### config.mk
export PLATFORM = sky130hd
export DESIGN_NAME = fifo_rd_arbiter_flat
export DESIGN_NICKNAME = d
export VERILOG_FILES = /design/src/rtl/fifo_rd_arbiter_if.sv /design/src/rtl/fifo_rd_arbiter.sv /design/src/flat_wrapper.sv
export SDC_FILE = /design/constraint.sdc
export NUM_CORES = 1
export LEC_CHECK = 0
export CAP_MARGIN = 30
export CORE_MARGIN = 8
export CORE_UTILIZATION = 35
export CTS_CLUSTER_SIZE = 16
export DETAILED_ROUTE_END_ITERATION = 10
export MAX_ROUTING_LAYER = met4
export PLACE_DENSITY = 0.74
export REMOVE_ABC_BUFFERS = 1
export SLEW_MARGIN = 20
export SYNTH_ARGS = -nofsm -noshare
export SYNTH_HDL_FRONTEND = slang
export SYNTH_SLANG_ARGS = --single-unit
### constraint.sdc
create_clock -name r_clk -period 2.6 [get_ports r_clk]
set_input_delay 0.39 -clock r_clk [delete_from_list [all_inputs] [get_ports r_clk]]
set_output_delay 0.39 -clock r_clk [all_outputs]
set_load 0.01 [all_outputs]
### src/rtl/fifo_rd_arbiter_if.sv
// Read-side bundle between the two async FIFOs, the UART transmitter and the arbiter.
// master = arbiter side, slave = FIFO/transmitter side.
interface fifo_rd_arbiter_if #(
    parameter int bus_width = 8
);
    logic                 empty0;
    logic [bus_width-1:0] rdata0;
    logic                 r_en0;
    logic                 empty1;
    logic [bus_width-1:0] rdata1;
    logic                 r_en1;
    logic                 tx_busy;
    logic [bus_width-1:0] tx_data;
    logic                 tx_valid;
    logic                 grant;
    logic                 active;

    modport master (
        input  empty0, rdata0, empty1, rdata1, tx_busy,
        output r_en0, r_en1, tx_data, tx_valid, grant, active
    );

    modport slave (
        output empty0, rdata0, empty1, rdata1, tx_busy,
        input  r_en0, r_en1, tx_data, tx_valid, grant, active
    );
endinterface

### src/rtl/fifo_rd_arbiter.sv
// Round-robin drain of two FIFOs into one UART transmitter, with a burst limit
// per source and a valid/busy handshake per word.
//
// state     | meaning
// IDLE      | waiting for a non-empty FIFO; grant, latch word and pop on exit
// ISSUE     | tx_valid high, waiting for tx_busy to rise
// WAIT_DONE | transmitter serialising, waiting for tx_busy to fall
module fifo_rd_arbiter #(
    parameter int bus_width = 8,
    parameter int MAX_BURST = 4
) (
    input  logic               r_clk,
    input  logic               r_rst,
    fifo_rd_arbiter_if.master  bus
);
    localparam int CW = $clog2(MAX_BURST + 1);
    localparam logic [CW-1:0] BURST_MAX = CW'(MAX_BURST);

    typedef enum logic [1:0] {
        IDLE      = 2'd0,
        ISSUE     = 2'd1,
        WAIT_DONE = 2'd2
    } state_t;

    state_t               r_state;
    state_t               w_state_nxt;
    logic                 w_fire;
    logic                 w_tx_valid;
    logic                 w_active;
    logic                 w_ne0;
    logic                 w_ne1;
    logic                 w_sel;
    logic [CW-1:0]        w_burst_nxt;
    logic [bus_width-1:0] r_tx_data;
    logic                 r_grant;
    logic                 r_last_grant;
    logic                 r_pop0;
    logic                 r_pop1;
    logic [CW-1:0]        r_burst_cnt;

    assign w_ne0 = ~bus.empty0;
    assign w_ne1 = ~bus.empty1;

    always_ff @(posedge r_clk or negedge r_rst) begin
        if (!r_rst) begin
            r_state <= IDLE;
        end else begin
            r_state <= w_state_nxt;
        end
    end

    // Empty flags are only looked at in IDLE, so a flag still stale from the
    // previous pop can never trigger a second pop.
    always_comb begin
        w_state_nxt = r_state;
        w_fire      = 1'b0;
        w_tx_valid  = 1'b0;
        w_active    = 1'b1;
        case (r_state)
            IDLE: begin
                w_active = 1'b0;
                if (w_ne0 || w_ne1) begin
                    w_fire      = 1'b1;
                    w_state_nxt = ISSUE;
                end
            end
            ISSUE: begin
                w_tx_valid = 1'b1;
                if (bus.tx_busy) begin
                    w_state_nxt = WAIT_DONE;
                end
            end
            WAIT_DONE: begin
                if (!bus.tx_busy) begin
                    w_state_nxt = IDLE;
                end
            end
            default: begin
                w_state_nxt = IDLE;
            end
        endcase
    end

    always_comb begin
        w_sel       = w_ne1;
        w_burst_nxt = CW'(1);
        if (w_ne0 && w_ne1) begin
            w_sel = (r_burst_cnt >= BURST_MAX) ? ~r_last_grant : r_last_grant;
        end
        if (w_sel == r_last_grant) begin
            w_burst_nxt = (r_burst_cnt >= BURST_MAX) ? BURST_MAX : r_burst_cnt + CW'(1);
        end
    end

    always_ff @(posedge r_clk or negedge r_rst) begin
        if (!r_rst) begin
            r_tx_data    <= '0;
            r_grant      <= 1'b0;
            r_last_grant <= 1'b0;
            r_pop0       <= 1'b0;
            r_pop1       <= 1'b0;
            r_burst_cnt  <= '0;
        end else begin
            r_pop0 <= 1'b0;
            r_pop1 <= 1'b0;
            if (w_fire) begin
                r_tx_data    <= w_sel ? bus.rdata1 : bus.rdata0;
                r_grant      <= w_sel;
                r_last_grant <= w_sel;
                r_pop0       <= ~w_sel;
                r_pop1       <= w_sel;
                r_burst_cnt  <= w_burst_nxt;
            end
        end
    end

    assign bus.r_en0    = r_pop0;
    assign bus.r_en1    = r_pop1;
    assign bus.tx_data  = r_tx_data;
    assign bus.tx_valid = w_tx_valid;
    assign bus.grant    = r_grant;
    assign bus.active   = w_active;
endmodule

### src/flat_wrapper.sv
// flat-port wrapper written by rule: the top's interface ports become plain ports
module fifo_rd_arbiter_flat 
#(
    parameter int bus_width = 8,
    parameter int MAX_BURST = 4
)
  (r_clk, r_rst, bus_empty0, bus_rdata0, bus_empty1, bus_rdata1, bus_tx_busy, bus_r_en0, bus_r_en1, bus_tx_data, bus_tx_valid, bus_grant, bus_active);
  fifo_rd_arbiter_if #(.bus_width(bus_width)) bus_i ();
  input  logic r_clk;
  input  logic r_rst;
  input wire logic [$bits(bus_i.empty0)-1:0] bus_empty0;
  input wire logic [$bits(bus_i.rdata0)-1:0] bus_rdata0;
  input wire logic [$bits(bus_i.empty1)-1:0] bus_empty1;
  input wire logic [$bits(bus_i.rdata1)-1:0] bus_rdata1;
  input wire logic [$bits(bus_i.tx_busy)-1:0] bus_tx_busy;
  output wire logic [$bits(bus_i.r_en0)-1:0] bus_r_en0;
  output wire logic [$bits(bus_i.r_en1)-1:0] bus_r_en1;
  output wire logic [$bits(bus_i.tx_data)-1:0] bus_tx_data;
  output wire logic [$bits(bus_i.tx_valid)-1:0] bus_tx_valid;
  output wire logic [$bits(bus_i.grant)-1:0] bus_grant;
  output wire logic [$bits(bus_i.active)-1:0] bus_active;
  assign bus_i.empty0 = bus_empty0;
  assign bus_i.rdata0 = bus_rdata0;
  assign bus_i.empty1 = bus_empty1;
  assign bus_i.rdata1 = bus_rdata1;
  assign bus_i.tx_busy = bus_tx_busy;
  assign bus_r_en0 = bus_i.r_en0;
  assign bus_r_en1 = bus_i.r_en1;
  assign bus_tx_data = bus_i.tx_data;
  assign bus_tx_valid = bus_i.tx_valid;
  assign bus_grant = bus_i.grant;
  assign bus_active = bus_i.active;
  fifo_rd_arbiter #(.bus_width(bus_width), .MAX_BURST(MAX_BURST)) u_core (.r_clk(r_clk), .r_rst(r_rst), .bus(bus_i));
endmodule
==> impl_metrics.toml <==
[worst_setup_path]
required_ns = 2.21
endpoint = "bus_active"
crit_start = "u_core.r_state[0]"
reg2reg_from = "u_core.r_state[0]"
cp_max_fo = 4
cp.arrival_ns = 1.57
end_kind = "output pin"
reg2reg_to = "u_core.bus.tx_data[6]"
ff2ff_setup_slack_ns = 1.06
start_kind = "flip-flop"
worst-setup-path-type = "flip-flop to output pin"
reg2regPathDepth = 4

[detailed_routing]
wl_met2_um = 1020
ant_nets = 0
drt_wl_total_um = 1940
dr.max_layer_used = "met4"
dr.pass1.iters = 4
wl_per_cell_um = 15.0
viasPerCell = 5.01
wl_met1_um = 831
vias = 646
met3_length_um = 66
drc = 0
drt-initial-drc-count = 14

[timing]
post-route-period-util_pct = 75.3
period_minus_slack_ns = 1.96
max_freq_mhz = 511
relSlewSlack_pct = 52.8
hold_violations = 0
rsz0062_at_grt = "false"
report.final.slew_viol_count = 0
setup-tns-final_ns = 0
setup-violations-final = 0
tightest_slew_ns = 0.706
finalClockSkew_ns = 0.00438

[clocking]
insertion_delay_ns = 0.28
clock_path_buffers = 2
tritoncts = "yes"
ctsHoldBuffers = 0
post_cts_buffers = 0
cts_buffers = 3
clkSlewWorstSetupHoldPaths_ns = 0.09
clock_sinks = 16
root_buffer = "clkbuf_4"
cts-htree-levels = 1
ctsResizeCount = 0

[layout]
multi_input_area_um2 = 333
fin_area_um2 = 1150
drive_gt1_share_pct = 5.94
areaGrowthSynthToFinish_pct = 48.6
fill_cells = 190
seq_area_um2 = 400
antenna_cells = 0
num-nets-final = 126
finish.utilization_pct = 53.4

[power_and_ir_drop]
leakagePower_nw = 0.491
powerDensity_nw_per_um2 = 1080
peakVddDrop_v = 0.000498

[die]
row_count = 17
dieWidth_um = 63.0
initial_core_util_pct = 35.9
ios = 34
dieArea_um2 = 3960
coreArea_um2 = 2150
die_h_um = 63.0

[global_route]
grt_pass1_vias = 758
grt_use_total_pct = 10.8
antenna_found_initial = 0
grt_start_max_net_pins = 17
grt_pass1_wl_um = 3380
grt.overflow.total = 0

[synth]
synthAdderAreaFrac_pct = 3.24
synthCells = 67
avgSynthCellArea_um2 = 11.5
synthTopCellsByArea = "dfrtp_1 (52%), a221o_1 (10%), nor2b_1 (6.5%)"
ys_ff_latch = 16
synth_top_area_share_pct = 51.9
netlist_area_um2 = 772
yosys.area.top_type = "dfrtp_1"
synthDistinctLibCells = 24
ys.warnings.count = 0
synth_top_family_by_area = "compound AO/OA/AOI/OAI gates"
synth_compound_area_share_pct = 24.3
yosys.area_share.simple_pct = 14.4
seq_area_frac_synth_pct = 51.9
synthMuxAreaShare_pct = 0
synth-xor-area-share_pct = 1.13

[placed_design]
portBuffers = 33
dp.final_hpwl_um = 1530
place.gp.congestion = 0.755
dpl-instance-area_um2 = 1120

[status]
outcome = "complete, no violations"

[worst_hold_path]
min_path_type = "input pin to async pin"

[flow_run]
max_cap_viol_count = 0
-- power breakdown --
group / leakage, nW / switching (W) / internal, W
combinational: 0.279 / 0.000296 / 0.000372
sequential: 0.198 / 0.0000828 / 0.000362
clock: 0.0138 / 0.0000718 / 0.0000537
total: 0.491 / 0.000451 / 0.000788
-- cells in the mapped netlist --
cell	number
o32ai_1	1
ha_1	2
a21oi_1	1
clkbuf_1	1
dfrtp_1	16
nor2b_1	8
o21ai_0	1
buf_2	1
nor2_1	4
nand2b_1	5
or2b_1	1
inv_1	5
o21bai_1	1
xnor2_1	1
a211oi_4	1
buf_6	1
o211a_1	1
o32a_1	1
o22ai_1	1
a211oi_1	2
a21boi_0	1
nand2_1	2
a211oi_2	1
a221o_1	8
-- stage by stage --
step	cells	total power, W	hold WS [ns]	worst slack [ns]
after global placement	126	0.00110	0.535	0.787
final	129	0.00124	0.527	0.642
after global routing	129	0.00133	0.583	0.546
after detailed placement	126	0.00112	0.569	0.758
after floorplan	64	0.000798	0.0944	1.24
after CTS	129	0.00125	0.556	0.627
-- placed cells by master, fill, tap and decap left out --
master	count
a211oi_4	1
ha_1	2
dfrtp_1	16
a221o_1	8
o21bai_1	1
o211a_1	1
nor2_1	4
a21boi_0	1
nand2_1	2
o32ai_1	1
or2b_1	1
o21ai_0	1
a21oi_1	1
clkdlybuf4s50_1	33
xnor2_1	1
nor2b_1	8
a211oi_2	1
clkbuf_4	3
inv_1	5
a211oi_1	2
buf_4	1
o32a_1	1
o22ai_1	1
nand2b_1	5
-- layout make-up --
class | instances | share of cell area (%)
repair buffers | 34 | 29.4
multi-input cells | 43 | 29.0
well taps | 28 | 3.05
flip-flops and latches | 16 | 34.9
inverters | 5 | 1.64
clock buffers | 3 | 1.96
-- metal layers --
| metal | track usage [%] | vias to the layer above |
|---|---|---|
| met1 | 10.9 | 313 |
| met4 | 6.84 | 0 |
| li1 | - | 314 |
| met5 | - | - |
| met2 | 19.0 | 17 |
| met3 | 1.97 | 2 |
-- flip-flops by register name, summed over array words and instances, names as in the netlist --
| signal | count |
|---|---|
| u_core.bus.grant | 1 |
| u_core.bus.r_en0 | 1 |
| u_core.r_state | 2 |
| u_core.r_burst_cnt | 3 |
| u_core.bus.tx_data | 8 |
| u_core.bus.r_en1 | 1 |
-- critical path: stages (launching register included) --
cell and delay [ns]:
dfrtp_1 0.42, nor2_1 0.22, inv_1 0.15, clkdlybuf4s50_1 0.51
-- cells by family (layout without fill, tap and decap cells) --
kind of cell | count (synthesis) | count (layout)
buffers and inverters | 8 | 42
DFF | 16 | 16
and+or+nand+nor | 20 | 20
xor gates and xnor gates | 1 | 1
AOI/OAI and AO/OA | 20 | 20
adders and majority gates | 2 | 2
-- worst min path at each step --
stage | end | slack, ns | depth (start not counted)
floorplan | u_core.bus.grant | 0.09 | 0
global placement | u_core.r_burst_cnt[1] | 0.54 | 2
detailed placement | u_core.r_burst_cnt[1] | 0.57 | 2
CTS | u_core.r_state[1] | 0.56 | 1
global route | u_core.r_state[1] | 0.58 | 1
finish | u_core.r_state[1] | 0.53 | 1
No activity file was read; power rests on OpenSTA's default activity.
==> variant 1: new RTL, config.mk and constraints unchanged <==
`MAX_BURST` is set to 4 in 2 places; all go to 8.
--- a/src/rtl/fifo_rd_arbiter.sv
+++ b/src/rtl/fifo_rd_arbiter.sv
@@ -8,5 +8,5 @@
 module fifo_rd_arbiter #(
     parameter int bus_width = 8,
-    parameter int MAX_BURST = 4
+    parameter int MAX_BURST = 8
 ) (
     input  logic               r_clk,
--- a/src/flat_wrapper.sv
+++ b/src/flat_wrapper.sv
@@ -3,5 +3,5 @@
 #(
     parameter int bus_width = 8,
-    parameter int MAX_BURST = 4
+    parameter int MAX_BURST = 8
 )
   (r_clk, r_rst, bus_empty0, bus_rdata0, bus_empty1, bus_rdata1, bus_tx_busy, bus_r_en0, bus_r_en1, bus_tx_data, bus_tx_valid, bus_grant, bus_active);
Check against the original RTL: no difference found for any inputs over 10 cycles, from zero or initial values and one cycle with r_rst low; that may be too few to reach the edited logic, so the function may still have changed.
==> variant 1 against the original RTL <==
  * Sequential cell count is 1 higher
  * Synthesized area increased by 38%
  * Worst setup slack got worse by 0.070 ns
  * Die area increased by 28%
  * Cell area up 25%
  * Combinational power rose by 25%
  * Clock skew increased by 0.0040 ns
  * Total power grew 20%
  * Routed wire length is 43% higher
  * Via count rose by 47%
  * Cell count grew 30%
  * Critical path type unchanged
  * Critical endpoint unchanged
==> variant 1: results (changes against the original RTL) <==
| Metric | Value |
|---|---|
| Status | `finished clean` |
| Invs w/o clock | `7 (+2)` |
| Signal buf overhead | `26.11% (-3.3 points)` |
| Multi-input gates | `68 (+58%)` |
| Sequential share of the synthesized area | `39.91% (-12 points)` |
| Max stage delay on crit path | `0.54 ns (+0.03 ns)` |
| Layout cells sized above 1 | `12.59% (+6.7 points)` |
| Worst Hold Class | `reg2reg` |
| Distinct cells, synth | `34 (+42%)` |
| Multi-input logic area | `541.8 um^2 (+63%)` |
| Gr usage total | `11.54% (+0.70 points)` |
| Port Buffers | `33 (unchanged)` |
| Critical hold path startpoint | `u_core.bus.tx_data[6]` |
| Routability Congestion | `0.7970 (+5.6%)` |
| Repair and plain buffers | `39 (+15%)` |
| Vias per inst | `5.655 (+13%)` |
| Max Clock Skew | `0.008429 ns (+0.004047 ns)` |
| Worst-margin pin slew | `0.8002 ns (+0.09446 ns)` |
| Leakage | `0.6079 nW (+24%)` |
| DP Wirelength | `2131 um (+39%)` |
| R2R cell count | `3 (-1)` |
| Fin nets | `159 (+26%)` |
| Critical-path maximum fanout | `13 (+9)` |
| First-pass GRT wire length | `4560 um (+35%)` |
| Synth top cells by count | `dfrtp_1, o2111ai_1, nand2b_1` |
| Well Taps | `33 (+18%)` |
| Final-layout clock-cell area share | `1.915% (-0.048 points)` |
| CTS root buffer | `clkbuf_4` |
| # clock sinks | `17 (+1)` |
| Fillcell total | `292 (+54%)` |
| Drt wl/cell | `16.47 um (+9.5%)` |
| R2R Setup Slk | `1.18 ns (+0.12 ns)` |
| Post-route cell area | `1438 um^2 (+25%)` |
| Register area | `425.4 um^2 (+6.3%)` |
| Worst Path Arrival | `1.64 ns (+0.07 ns)` |
| Endpoints failing hold | `0 (unchanged)` |
| Crit Reg-Reg Startpoint | `u_core.r_burst_cnt[3]` |
| Largest net degree at the start of global routing | `18 (+1)` |
| Vias in the first global route | `945 (+25%)` |
| 1st-iter DRT viols | `52 (+38)` |
| # diodes | `0 (unchanged)` |
| Max IR drop VDD | `0.4076 mV (-18%)` |
| Ranking of synthesized cells by area | `dfrtp_1, o2111ai_1, nand2b_1` |
| Most common cell after layout, fill and taps aside | `clkdlybuf4s50_1` |
| FF-to-FF End | `u_core.bus.tx_data[5]` |
## variant 1: changes by cell type after synthesis, sizes merged, moves of 2 or more
cell     before  now
nor2          4    1
nand2b        5   11
nor2b         8    0
nand3         0    8
o21ai         1    3
mux2i         0    2
o2111ai       0   17
a221o         8    0
or2           0    2
buf           2    9
## variant 1: power breakdown
group / total [W] / internal, W / switching, W
Clock: 0.000141 / 0.0000573 / 0.0000840
Sequential: 0.000507 / 0.000379 / 0.000128
Combinational: 0.000835 / 0.000422 / 0.000413
Total: 0.00148 / 0.000858 / 0.000625
## variant 1: logic make-up (layout without fill, tap and decap cells)
group | Yosys count | count (layout) | share of synthesized area [%]
compound gates | 33 | 33 | 26.29
simple gates | 29 | 29 | 17.26
flops | 17 | 17 | 39.91
buf+inv | 17 | 50 | 9.271
fa+ha+maj | 2 | 2 | 2.347
xor+xnor | 2 | 2 | 3.052
mux | 2 | 2 | 1.878
## variant 1: per-layer routing
layer | GRT usage (%) | wire (um)
met4 | 4.157 | 35
met5 | - | 0
met1 | 14.00 | 1202
met3 | 3.390 | 189
met2 | 17.65 | 1339
## variant 1: stage by stage
| stage | power [W] | worst slack [ns] | instances | hold WS, ns |
|---|---|---|---|---|
| final | 0.001483 | 0.5721 | 168 | 0.5095 |
| after global routing | 0.001595 | 0.4579 | 168 | 0.5549 |
| after CTS | 0.001496 | 0.5488 | 168 | 0.5192 |
| after detailed placement | 0.001349 | 0.5731 | 164 | 0.4922 |
| after global placement | 0.001322 | 0.6671 | 164 | 0.4884 |
| after floorplan | 0.0009522 | 1.242 | 92 | 0.09441 |
## variant 1: worst register-to-register path, delay by kind of cell (launching register included)
family          cells  cell delay (ns)
simple gates        1             0.12
compound gates      1             0.20
flops               1             0.62
xor+xnor            1             0.43
==> variant 2: new RTL, config.mk and constraints unchanged <==
Made on the original files. Encoding of `state_t`: now one-hot (3 bits for 3 states).
--- a/src/rtl/fifo_rd_arbiter.sv
+++ b/src/rtl/fifo_rd_arbiter.sv
@@ -17,8 +17,8 @@
     localparam logic [CW-1:0] BURST_MAX = CW'(MAX_BURST);
 
-    typedef enum logic [1:0] {
-        IDLE      = 2'd0,
-        ISSUE     = 2'd1,
-        WAIT_DONE = 2'd2
+    typedef enum logic [2:0] {
+        IDLE      = 3'b001,
+        ISSUE     = 3'b010,
+        WAIT_DONE = 3'b100
     } state_t;
 
Function: no difference found for any inputs over 10 cycles, from zero or initial values and one cycle with r_rst low; not proved beyond that.
==> variant 2 against the original RTL <==
  * Sequential cell count increased by 1
  * Combinational power increased by 4.0%
  * Synthesized area increased by 8.3%
  * First-iteration DRC count decreased by 21%
  * Utilization increased by 1.1 points
  * Clock skew decreased by 0.0020 ns
  * Total power increased by 6.3%
  * Sequential share of layout area increased by 0.15 points
  * Routed wire length increased by 7.6%
  * Worst setup slack got worse by 0.058 ns
  * Register-to-register slack got worse by 0.05 ns
  * Sequential power increased by 8.5%
  * Cell area increased by 6.1%
==> variant 2: results (changes against the original RTL) <==
| Metric | Value |
|---|---|
| Status | `finished clean` |
| Total routed wirelength | `2088 um (+7.6%)` |
| Fin nets | `129 (+2.4%)` |
| Slew headroom | `50.35% (-2.5 points)` |
| Fraction of the mapped netlist area in adder cells | `2.994% (-0.25 points)` |
| Post CTS Setup Buffer Count | `0 (unchanged)` |
| Clock Latency Late Sink | `0.28 ns (about the same)` |
| DP Wirelength | `1647 um (+7.4%)` |
| Largest net degree at the start of global routing | `18 (+1)` |
| First-pass GRT wire length | `3436 um (+1.6%)` |
| 1st-iter DRT viols | `11 (-3)` |
| Mapped Cells | `70 (+4.5%)` |
| Met3 routed WL | `135 um (+100%)` |
| GR Layer Usage met3 | `3.608% (+1.6 points)` |
| Max-cap violation count | `0 (unchanged)` |
| Crit Reg-Reg Startpoint | `u_core.r_state[0]` |
| Met2 layer usage reported by global route | `16.77% (-2.2 points)` |
| CTS root buffer | `clkbuf_4` |
| Distinct cells, synth | `30 (+25%)` |
| Worst Path Arrival | `1.63 ns (+0.06 ns)` |
| Vias per inst | `5.226 (+4.3%)` |
| Worst-path clk slew | `0.09 ns (about the same)` |
| Worst Hold Class | `in2async` |
| R2R Setup Slk | `1.01 ns (-0.05 ns)` |
| Ranking of synthesized cells by area | `dfrtp_1, a221o_1, a21boi_0` |
| Hold_ws | `0.5382 ns (+0.01085 ns)` |
| Clock Path Buffers | `2 (unchanged)` |
| FF-to-FF End | `u_core.bus.tx_data[0]` |
| Initial antenna violation count | `0 (unchanged)` |
| Leakage | `0.5223 nW (+6.4%)` |
| Overflow after GRT | `0 (unchanged)` |
| Post-DP Area | `1191 um^2 (+5.9%)` |
| Fillcell total | `200 (+5.3%)` |
| Compound-Gate Fraction of Synth Area | `29.79% (+5.5 points)` |
| Routability Congestion | `0.7348 (-2.6%)` |
| Gr usage total | `10.41% (-0.43 points)` |
| Max IR drop VDD | `0.5895 mV (+18%)` |
| Highest Signal Layer | `met4` |
| Post-Place Worst Slack | `0.7472 ns (-0.01036 ns)` |
| Htree depth | `1 (unchanged)` |
| Met1 Use GR | `11.38% (+0.51 points)` |
| XOR/XNOR Fraction of Synth Area | `2.096% (+0.96 points)` |
| Synth Warn # | `0 (unchanged)` |
| Layout cells sized above 1 | `7.619% (+1.7 points)` |
| Worst Setup EP | `bus_active` |
| Vias | `695 (+7.6%)` |
| Setup crit start kind | `flip-flop` |
| Metal-1 WL | `938 um (+13%)` |
| Max Clock Skew | `0.002431 ns (-0.001950 ns)` |
| Async set or reset register ratio after synthesis | `100.0% (unchanged)` |
| Critical-path maximum fanout | `5 (+1)` |
| Port Buffers | `33 (unchanged)` |
| Sequential share of the synthesized area | `51.05% (-0.82 points)` |
| Final Critical Period | `2.015 ns (+0.05768 ns)` |
| Synth top cells by count | `dfrtp_1, a221o_1, a21boi_0` |
| # diodes | `0 (unchanged)` |
| Register area | `426.7 um^2 (+6.6%)` |
| Vias in the first global route | `780 (+2.9%)` |
| Largest register FFs | `8 (unchanged)` |
| Met2 Wirelength | `998 um (-1.7%)` |
variant 2: cell types whose count changed in the layout (fill, tap and decap cells not counted), sizes merged, moves of 2 or more:
cell,unedited run,this run
nand2b,5,2
nor2b,8,1
nor3b,0,2
a211oi,4,1
a21boi,1,8
variant 2: power breakdown:
group | internal, W | switching [W] | leakage [nW]
registers | 0.000389 | 0.0000942 | 0.212
clock network | 0.0000595 | 0.0000795 | 0.0150
logic | 0.000396 | 0.000300 | 0.296
total | 0.000844 | 0.000474 | 0.522
variant 2: area by class of cell:
type                            count  area share (%)
Sequential cell                    17           35.05
Multi-Input combinational cell     46           30.94
Timing Repair Buffer               34           27.75
Tap cell                           28           2.878
Clock buffer                        4           2.158
Inverter                            4           1.233
variant 2: worst max-delay path, stage by stage, from the launching register on:
cell             delay, ns
dfstp_2               0.57
nor3b_4               0.20
inv_2                 0.08
clkdlybuf4s50_1       0.48
